File: config.mk
export PLATFORM = sky130hd
export DESIGN_NAME = alt_vipcto130_common_sample_sequencer
export DESIGN_NICKNAME = d
export VERILOG_FILES = /design/src/rtl/alt_vipcto130_common_sample_sequencer_pkg.sv /design/src/rtl/alt_vipcto130_common_plane_counter.sv /design/src/rtl/alt_vipcto130_common_sample_sequencer.sv
export SDC_FILE = /design/constraint.sdc
export NUM_CORES = 1
export LEC_CHECK = 0
export CORE_ASPECT_RATIO = 1.5
export CORE_MARGIN = 4
export CORE_UTILIZATION = 43
export CTS_CLUSTER_DIAMETER = 60
export CTS_CLUSTER_SIZE = 20
export DETAILED_ROUTE_END_ITERATION = 6
export GPL_TIMING_DRIVEN = 0
export PLACE_DENSITY = 0.8
export SLEW_MARGIN = 30
export SYNTH_ARGS = -nofsm -noshare
export SYNTH_HDL_FRONTEND = slang
export SYNTH_SLANG_ARGS = --single-unit
File: constraint.sdc
create_clock -name clk -period 1.85 [get_ports clk]
set_input_delay 0.2775 -clock clk [delete_from_list [all_inputs] [get_ports clk]]
set_output_delay 0.2775 -clock clk [all_outputs]
set_load 0.01 [all_outputs]
File: src/rtl/alt_vipcto130_common_sample_sequencer_pkg.sv
// Shared definitions for the clocked-video sample counter / sequencer pair.
//
// Contents:
//   out_mode_e      - how the colour planes of a sample leave the block
//   plane_idx_width - width of a plane index counter (clog2, at least 1 bit)
//   plane_lsb       - bit position of a colour plane inside a packed sample
package alt_vipcto130_common_sample_sequencer_pkg;

    // hd_sdn=1 emits the whole sample per word; hd_sdn=0 emits one plane per word.
    typedef enum logic {
        MODE_SEQUENTIAL = 1'b0,
        MODE_PARALLEL   = 1'b1
    } out_mode_e;

    // A single-plane design still keeps a one-bit index so ports never collapse to zero width.
    function automatic int plane_idx_width(input int planes);
        return (planes <= 2) ? 1 : $clog2(planes);
    endfunction

    // Plane 0 lives in the least significant bits of the sample.
    function automatic int plane_lsb(input int plane, input int bps);
        return plane * bps;
    endfunction

endpackage

File: src/rtl/alt_vipcto130_common_plane_counter.sv
// Plane index counter for the output-side sample sequencer.
//
// Steps through the colour planes of the sample currently held, one plane per
// consumed word, and wraps to plane 0 on the last plane. In parallel mode every
// word is the last plane, so the index stays at 0.
//
// Ports:
//   clk, rst_n       - video clock, asynchronous active-low reset
//   sclr             - synchronous clear of the index
//   hd_sdn           - 1 = parallel planes, 0 = sequential planes
//   consume          - one output word is taken this cycle
//   plane_idx        - index of the plane currently presented
//   last_plane       - current word completes the sample
//   start_of_sample  - current word is plane 0 of a sample
module alt_vipcto130_common_plane_counter
    import alt_vipcto130_common_sample_sequencer_pkg::*;
#(
    parameter int NUMBER_OF_COLOUR_PLANES = 3,
    parameter int IDX_W                   = 2
) (
    input  logic             clk,
    input  logic             rst_n,
    input  logic             sclr,
    input  logic             hd_sdn,
    input  logic             consume,
    output logic [IDX_W-1:0] plane_idx,
    output logic             last_plane,
    output logic             start_of_sample
);

    localparam logic [IDX_W-1:0] LAST_IDX = IDX_W'(NUMBER_OF_COLOUR_PLANES - 1);

    logic [IDX_W-1:0] idxQ;
    logic [IDX_W-1:0] idxD;

    // The index only advances while it is below the last plane, so codes above
    // NUMBER_OF_COLOUR_PLANES-1 are never reached. A mid-sample switch to
    // parallel mode makes the next word "last" and returns the index to 0.
    always_comb begin
        last_plane      = hd_sdn | (idxQ == LAST_IDX);
        start_of_sample = hd_sdn | (idxQ == '0);
        idxD            = idxQ;
        if (sclr) begin
            idxD = '0;
        end else if (consume) begin
            idxD = last_plane ? '0 : idxQ + IDX_W'(1);
        end
    end

    always_ff @(posedge clk or negedge rst_n) begin
        if (!rst_n) begin
            idxQ <= '0;
        end else begin
            idxQ <= idxD;
        end
    end

    assign plane_idx = idxQ;

endmodule

File: src/rtl/alt_vipcto130_common_sample_sequencer.sv
// Output-side sample sequencer for clocked video output.
//
// Takes whole samples (all colour planes in parallel) over a valid/ready
// handshake into a single hold register and presents them to the CVO timing
// logic either one plane per enabled cycle (SD) or one sample per enabled
// cycle (HD).
//
// Ports:
//   clk, rst_n        - video clock, asynchronous active-low reset
//   sclr              - synchronous clear, overrides all other activity
//   hd_sdn            - 1 = parallel planes, 0 = sequential planes
//   in_valid/in_ready - upstream sample handshake
//   in_data           - incoming sample, plane 0 in the LSBs
//   out_enable        - downstream takes one word this cycle
//   out_valid         - hold register contains a sample
//   out_data          - current output word
//   start_of_sample   - current word is plane 0
//   sample_ticks      - index of the current plane
//   underflow         - sticky flag: word requested while empty
module alt_vipcto130_common_sample_sequencer
    import alt_vipcto130_common_sample_sequencer_pkg::*;
#(
    parameter int NUMBER_OF_COLOUR_PLANES      = 3,
    parameter int LOG2_NUMBER_OF_COLOUR_PLANES = 2,
    parameter int BPS                          = 8
) (
    input  logic                                    clk,
    input  logic                                    rst_n,
    input  logic                                    sclr,
    input  logic                                    hd_sdn,
    input  logic                                    in_valid,
    output logic                                    in_ready,
    input  logic [BPS*NUMBER_OF_COLOUR_PLANES-1:0]  in_data,
    input  logic                                    out_enable,
    output logic                                    out_valid,
    output logic [BPS*NUMBER_OF_COLOUR_PLANES-1:0]  out_data,
    output logic                                    start_of_sample,
    output logic [LOG2_NUMBER_OF_COLOUR_PLANES-1:0] sample_ticks,
    output logic                                    underflow
);

    localparam int DW    = BPS * NUMBER_OF_COLOUR_PLANES;
    localparam int IDX_W = LOG2_NUMBER_OF_COLOUR_PLANES;

    logic [DW-1:0]    holdQ, holdD;
    logic             holdValidQ, holdValidD;
    logic             underflowQ, underflowD;
    logic [IDX_W-1:0] planeIdx;
    logic             lastPlane;
    logic             consume;
    logic             accept;
    logic [BPS-1:0]   planeWord;
    out_mode_e        mode;

    assign mode    = out_mode_e'(hd_sdn);
    assign consume = out_enable & holdValidQ;

    alt_vipcto130_common_plane_counter #(
        .NUMBER_OF_COLOUR_PLANES (NUMBER_OF_COLOUR_PLANES),
        .IDX_W                   (IDX_W)
    ) u_plane_counter (
        .clk             (clk),
        .rst_n           (rst_n),
        .sclr            (sclr),
        .hd_sdn          (hd_sdn),
        .consume         (consume),
        .plane_idx       (planeIdx),
        .last_plane      (lastPlane),
        .start_of_sample (start_of_sample)
    );

    // Ready is combinational on the last-plane consume so a new sample can be
    // loaded in the same cycle the old one finishes, giving no bubble.
    always_comb begin
        in_ready = !sclr & (!holdValidQ | (consume & lastPlane));
        accept   = in_valid & in_ready;

        holdD      = accept ? in_data : holdQ;
        holdValidD = accept | (holdValidQ & !(consume & lastPlane));
        underflowD = underflowQ | (out_enable & !holdValidQ);

        if (sclr) begin
            holdValidD = 1'b0;
            underflowD = 1'b0;
        end
    end

    // The hold register keeps its stale contents when emptied; out_data is
    // meaningless while out_valid is low.
    always_ff @(posedge clk or negedge rst_n) begin
        if (!rst_n) begin
            holdQ      <= '0;
            holdValidQ <= 1'b0;
            underflowQ <= 1'b0;
        end else begin
            holdQ      <= holdD;
            holdValidQ <= holdValidD;
            underflowQ <= underflowD;
        end
    end

    // Constant-slice mux keeps every select in range even when the plane
    // count is not a power of two.
    always_comb begin
        planeWord = '0;
        for (int p = 0; p < NUMBER_OF_COLOUR_PLANES; p++) begin
            if (planeIdx == IDX_W'(p)) begin
                planeWord = holdQ[plane_lsb(p, BPS) +: BPS];
            end
        end
    end

    assign out_data     = (mode == MODE_PARALLEL) ? holdQ : DW'(planeWord);
    assign out_valid    = holdValidQ;
    assign sample_ticks = planeIdx;
    assign underflow    = underflowQ;

endmodule

# Yosys cells after proc, flatten, opt, wreduce, memory -nomap -nowiden
# Index checks and enable logic that the tools add are counted.
word_totals:
  regBits: 28
  out_inout_bits: 30
classes:
  n_addsub: 1
  n_eq_ne: 2
  mux: 9
  n_bitwise: 11
  n_reduce_logical: 5
ops:
  columns: ["operator", "n"]
  rows:
  - ["$mux 24", 1]
  - ["$mux 8", 3]
  - ["$and 1x1->1", 6]
  - ["$mux 2", 3]
  - ["$or 1x1->1", 5]
  - ["$logic_not 1->1", 3]
  - ["$add 2x1->2 const B", 1]
  - ["$eq 2x1->1 const B", 1]
  - ["$eq 2x2->1 const B", 1]
  - ["$logic_not 2->1", 1]
  - ["$mux 1", 2]
  - ["$reduce_bool 2->1", 1]

# Depth between registers and ports, before layout
depth:
  word_depth: 8
  ltp_mapped: 7

# By module
# From an unflattened synthesis, not the netlist that was laid out.
unflattened:
  hier_cells: 122
  area_unflattened_um2: 1408.9
by_module_without_submodules:
  columns: ["module", "instances", "cells_each", "area_each_um2", "seq_area_each_um2"]
  rows:
  - ["alt_vipcto130_common_sample_sequencer", 1, 108, 1268.7, 650.6]
  - ["alt_vipcto130_common_plane_counter", 1, 14, 140.1, 50.0]

# Worst setup path after synthesis
# Ideal clock, no wire load.
synth_timing:
  path_type: "reg-to-output"
  start: "reg u_plane_counter.idxQ[0] (netlist: u_plane_counter.plane_idx[0])"
  end: "out out_data[7]"
  arrival_ns: 1.478
  setup_slack_ns: 0.094
  stages_incl_launch_ff: 8
  n_path_buf: 2
  cell_sequence: "dfrtp_1 inv_1 ha_1 clkbuf_2 buf_2 and3b_1 a21oi_1 o2bb2ai_1"
synth_between:
  elab_chain_cells: 5
  elab_cells_between_ends: 7
  classes_between: "2 x eq/ne; 4 x mux; 1 x reduce/logical"
synth_lines:
  columns: ["item", "line_no", "source"]
  rows:
  - ["start, declared", "alt_vipcto130_common_plane_counter.sv:33", "logic [IDX_W-1:0] idxQ;"]
  - ["start signal, assigned", "alt_vipcto130_common_plane_counter.sv:54", "idxQ <= idxD;"]
  - ["$logic_not 2->1", "alt_vipcto130_common_sample_sequencer.sv:107", "if (planeIdx == IDX_W'(p)) begin"]
  - ["$mux 8 (2 in series)", "alt_vipcto130_common_sample_sequencer.sv:107", null]
  - ["$mux 8 *", "alt_vipcto130_common_sample_sequencer.sv:107", null]
  - ["$mux 24 *", "alt_vipcto130_common_sample_sequencer.sv:113", "assign out_data = (mode == MODE_PARALLEL) ? holdQ : DW'(planeWord);"]
  - ["end, declared", "alt_vipcto130_common_sample_sequencer.sv:36", "output logic [BPS*NUMBER_OF_COLOUR_PLANES-1:0] out_data,"]
# Every way passes the cells marked *; elsewhere a longest branch is shown, timed or not.

# Final worst setup path
# Same ends and word-level chain as after synthesis.

==> qor.csv <==
stage,metric,value,unit
critical_path,CP startpoint,u_plane_counter.plane_idx[0]$_DFFE_PN0P_,
critical_path,WS Path Type,reg -> out,
clock_network,clk slew on worst S/H paths,100,ps
pwr,Leak,1.03,nW
floorplan,Die Wd,55.8,um
critical_path,slowest CP cell,dfrtp_1,
grt,total global routing overflow,0,
sta,max-slew violations,0,
synthesis,post-synthesis sequential area ratio,0.476,
pwr,VDD IR-drop max,0.000543,V
grt,vias in the first global route,1389,
clock_network,H-tree Lvls,1,
synthesis,mapped cell area,1470,um^2
synthesis,syn nets,159,
flow_run,maxcap violations,0,
sta,RSZ-0062 raised after global routing,yes,
pwr,total power,1.73,mW
route,DR WL/cell,18.8,um
route,DR vias,1313,
clock_network,TritonCTS clock tree,yes,
sta,setup TNS,-3980,ps
hold_path,min-delay worst type,in -> async,
critical_path,worst r2r src,u_plane_counter.plane_idx[0]$_DFFE_PN0P_,
final_layout,most frequent cells in the layout,"clkdlybuf4s50_1 (47), dfrtp_1 (28), and2_1 (16)",
final_layout,"most common cell after layout, fill and taps aside",clkdlybuf4s50_1,
clock_network,clock sinks,28,
critical_path,Buf/Inv on CP,4,
grt,initial antenna violation count,0,
clock_network,worst-skew pair later-pin latency,270,ps
synthesis,number of library cell types mapped by synthesis,21,
final_layout,proportion of layout cells with a drive suffix above 1,0.411,
place,placed cell count,224,
place,Final HPWL DP,2.95,mm
synthesis,Synth Instances,126,
critical_path,"CP delay by family, top",buffers and inverters,
run_status,status,"finished, violations left",
final_layout,Final nets,236,
critical_path,most frequent cell on the critical path,buf_8,
floorplan,area of the core,3220,um^2
clock_network,Clock Path Buffers,2,
critical_path,number of cells on the critical path,8,
final_layout,Seq. cell area,701,um^2
sta,relative slew slack,0.578,
synthesis,YS warnings,0,
final_layout,ANT cells,0,
sta,fin crit period,2020,ps
final_layout,Finished Core Util,0.753,
critical_path,Crit. End Element,output pin,
synthesis,Synth Register Bits,28,
final_layout,Syn-to-layout area delta,64.7,%
sta,Finish-stage setup viols,33,
critical_path,crit-path max FO,7,
sta,worst-margin pin slew,633,ps
sta,final worst slack,-172,ps
clock_network,Root Buffer Master,clkbuf_8,
sta,skew final,8.43,ps
critical_path,CP max stage delay,410,ps
critical_path,Startpoint Class,flip-flop,
route,antenna-violating nets left,0,
route,Routed WL,4.55,mm
sta,fmax,494,MHz
route,DR iter-0 viols,51,
grt,largest net degree at the start of global routing,29,
final_layout,total of fill cells in the finished design,214,
grt,first-pass GRT wire length,6.76,mm
floorplan,die span in y,79.7,um
route,DR vias/cell,5.43,
route,drt pass-1 iters,4,
floorplan,I/O Pins,60,
place,Placer Congestion,0.756,
grt,gr usage total,0.195,
final_layout,Multi-input gate area,857,um^2
place,IO Port Bufs,58,
synthesis,syn avg cell area,11.7,um^2
sta,hold_ws,10.5,ps
critical_path,worst path cell trace,inv_2 > ha_4 > buf_8 > buf_8 > and3b_1 > a21oi_2 > o2bb2ai_1 > buf_2,
critical_path,Critical Path RT,1570,ps
route,Residual DRC,0,
floorplan,std cell rows,25,
final_layout,final std cells w/o fill,242,
critical_path,Crit path arrival time,1740,ps
critical_path,R2R cell count,9,
clock_network,# hold bufs at CTS,0,
clock_network,CTS buffer count,3,
sta,"Hold Vio Cnt, Final",0,
run_status,failing checks,negative setup slack,
floorplan,Starting Density,0.457,
pwr,Power Dens Cells,714,nW/um^2
floorplan,die area,4440,um^2
sta,Final period util,1.09,
## registers in the layout, summed over array words and instances, names as in the netlist
signal,cells
holdQ,24
out_valid,1
underflow,1
u_plane_counter.plane_idx,2
## report_power, final
part,leakage [nW],internal (mW),total (mW),switching [mW]
Combinational,0.670,0.352,0.563,0.212
Sequential,0.336,0.712,0.795,0.0823
Clock,0.0288,0.190,0.373,0.183
Total,1.03,1.25,1.73,0.477
## path summary, 6_finish.rpt
path | end | slack, ps
setup / recovery | out_data[7] | -170
hold / removal | underflow$_DFF_PN0_ | 10
setup reg to reg | holdQ[16]$_DFFE_PN0P_ | -140
hold reg to reg | underflow$_DFF_PN0_ | 520
max in group asynchronous | holdQ[19]$_DFFE_PN0P_ | 1420
min in group clk | u_plane_counter.plane_idx[0]$_DFFE_PN0P_ | 440
## cells by family after synthesis
family / after synthesis / synth area share
and+or+nand+nor: 35 / 0.150
DFF: 28 / 0.476
AOI/OAI and AO/OA: 24 / 0.119
muxes: 24 / 0.184
buffers and inverters: 12 / 0.0459
adders and majority gates: 3 / 0.0255
## routing by layer
| metal | vias up | global-route usage | part of all wire |
|---|---|---|---|
| li1 | 592 | - | - |
| met1 | 646 | 0.208 | 0.35 |
| met2 | 63 | 0.376 | 0.56 |
| met3 | 12 | 0.0291 | 0.062 |
| met4 | 0 | 0.0803 | 0.026 |
| met5 | - | 0 | 0 |
## Yosys cell counts, drive strengths merged
master | instances | area, um^2
nand2 | 3 | 11.3
nand2b | 1 | 6.26
or2 | 1 | 6.26
a21o | 1 | 7.51
inv | 3 | 11.3
and2 | 16 | 100
clkbuf | 4 | 16.3
mux2 | 24 | 270
a21oi | 14 | 81.3
dfrtp | 28 | 701
nor2 | 4 | 15.0
nand4 | 2 | 12.5
ha | 3 | 37.5
buf | 5 | 40.0
and3b | 8 | 70.1
o21ai | 1 | 16.3
o2bb2ai | 8 | 70.1
## stage by stage
step,area [um^2],setup WS (ps)
finish,2420,-172
global route,2420,-203
CTS,2340,-134
detailed placement,2100,-554
global placement,2100,-507
floorplan,1470,94.0
## what timing repair did
action                                  in CTS  in global routing
resized for setup                           71                 22
pin swaps                                    8                  6
setup buffers                               11                  2
endpoints found under the setup margin      30                 36
gates cloned                                 3                  0
## layout make-up
type                    count  share of cell area
inverters                   3             0.00464
repair buffers             73               0.279
multi-input cells          86               0.353
clock buffers               4              0.0227
plain buffers               8              0.0304
flip-flops and latches     28               0.289
well taps                  40              0.0206
Power figures use the tool's default switching activity.
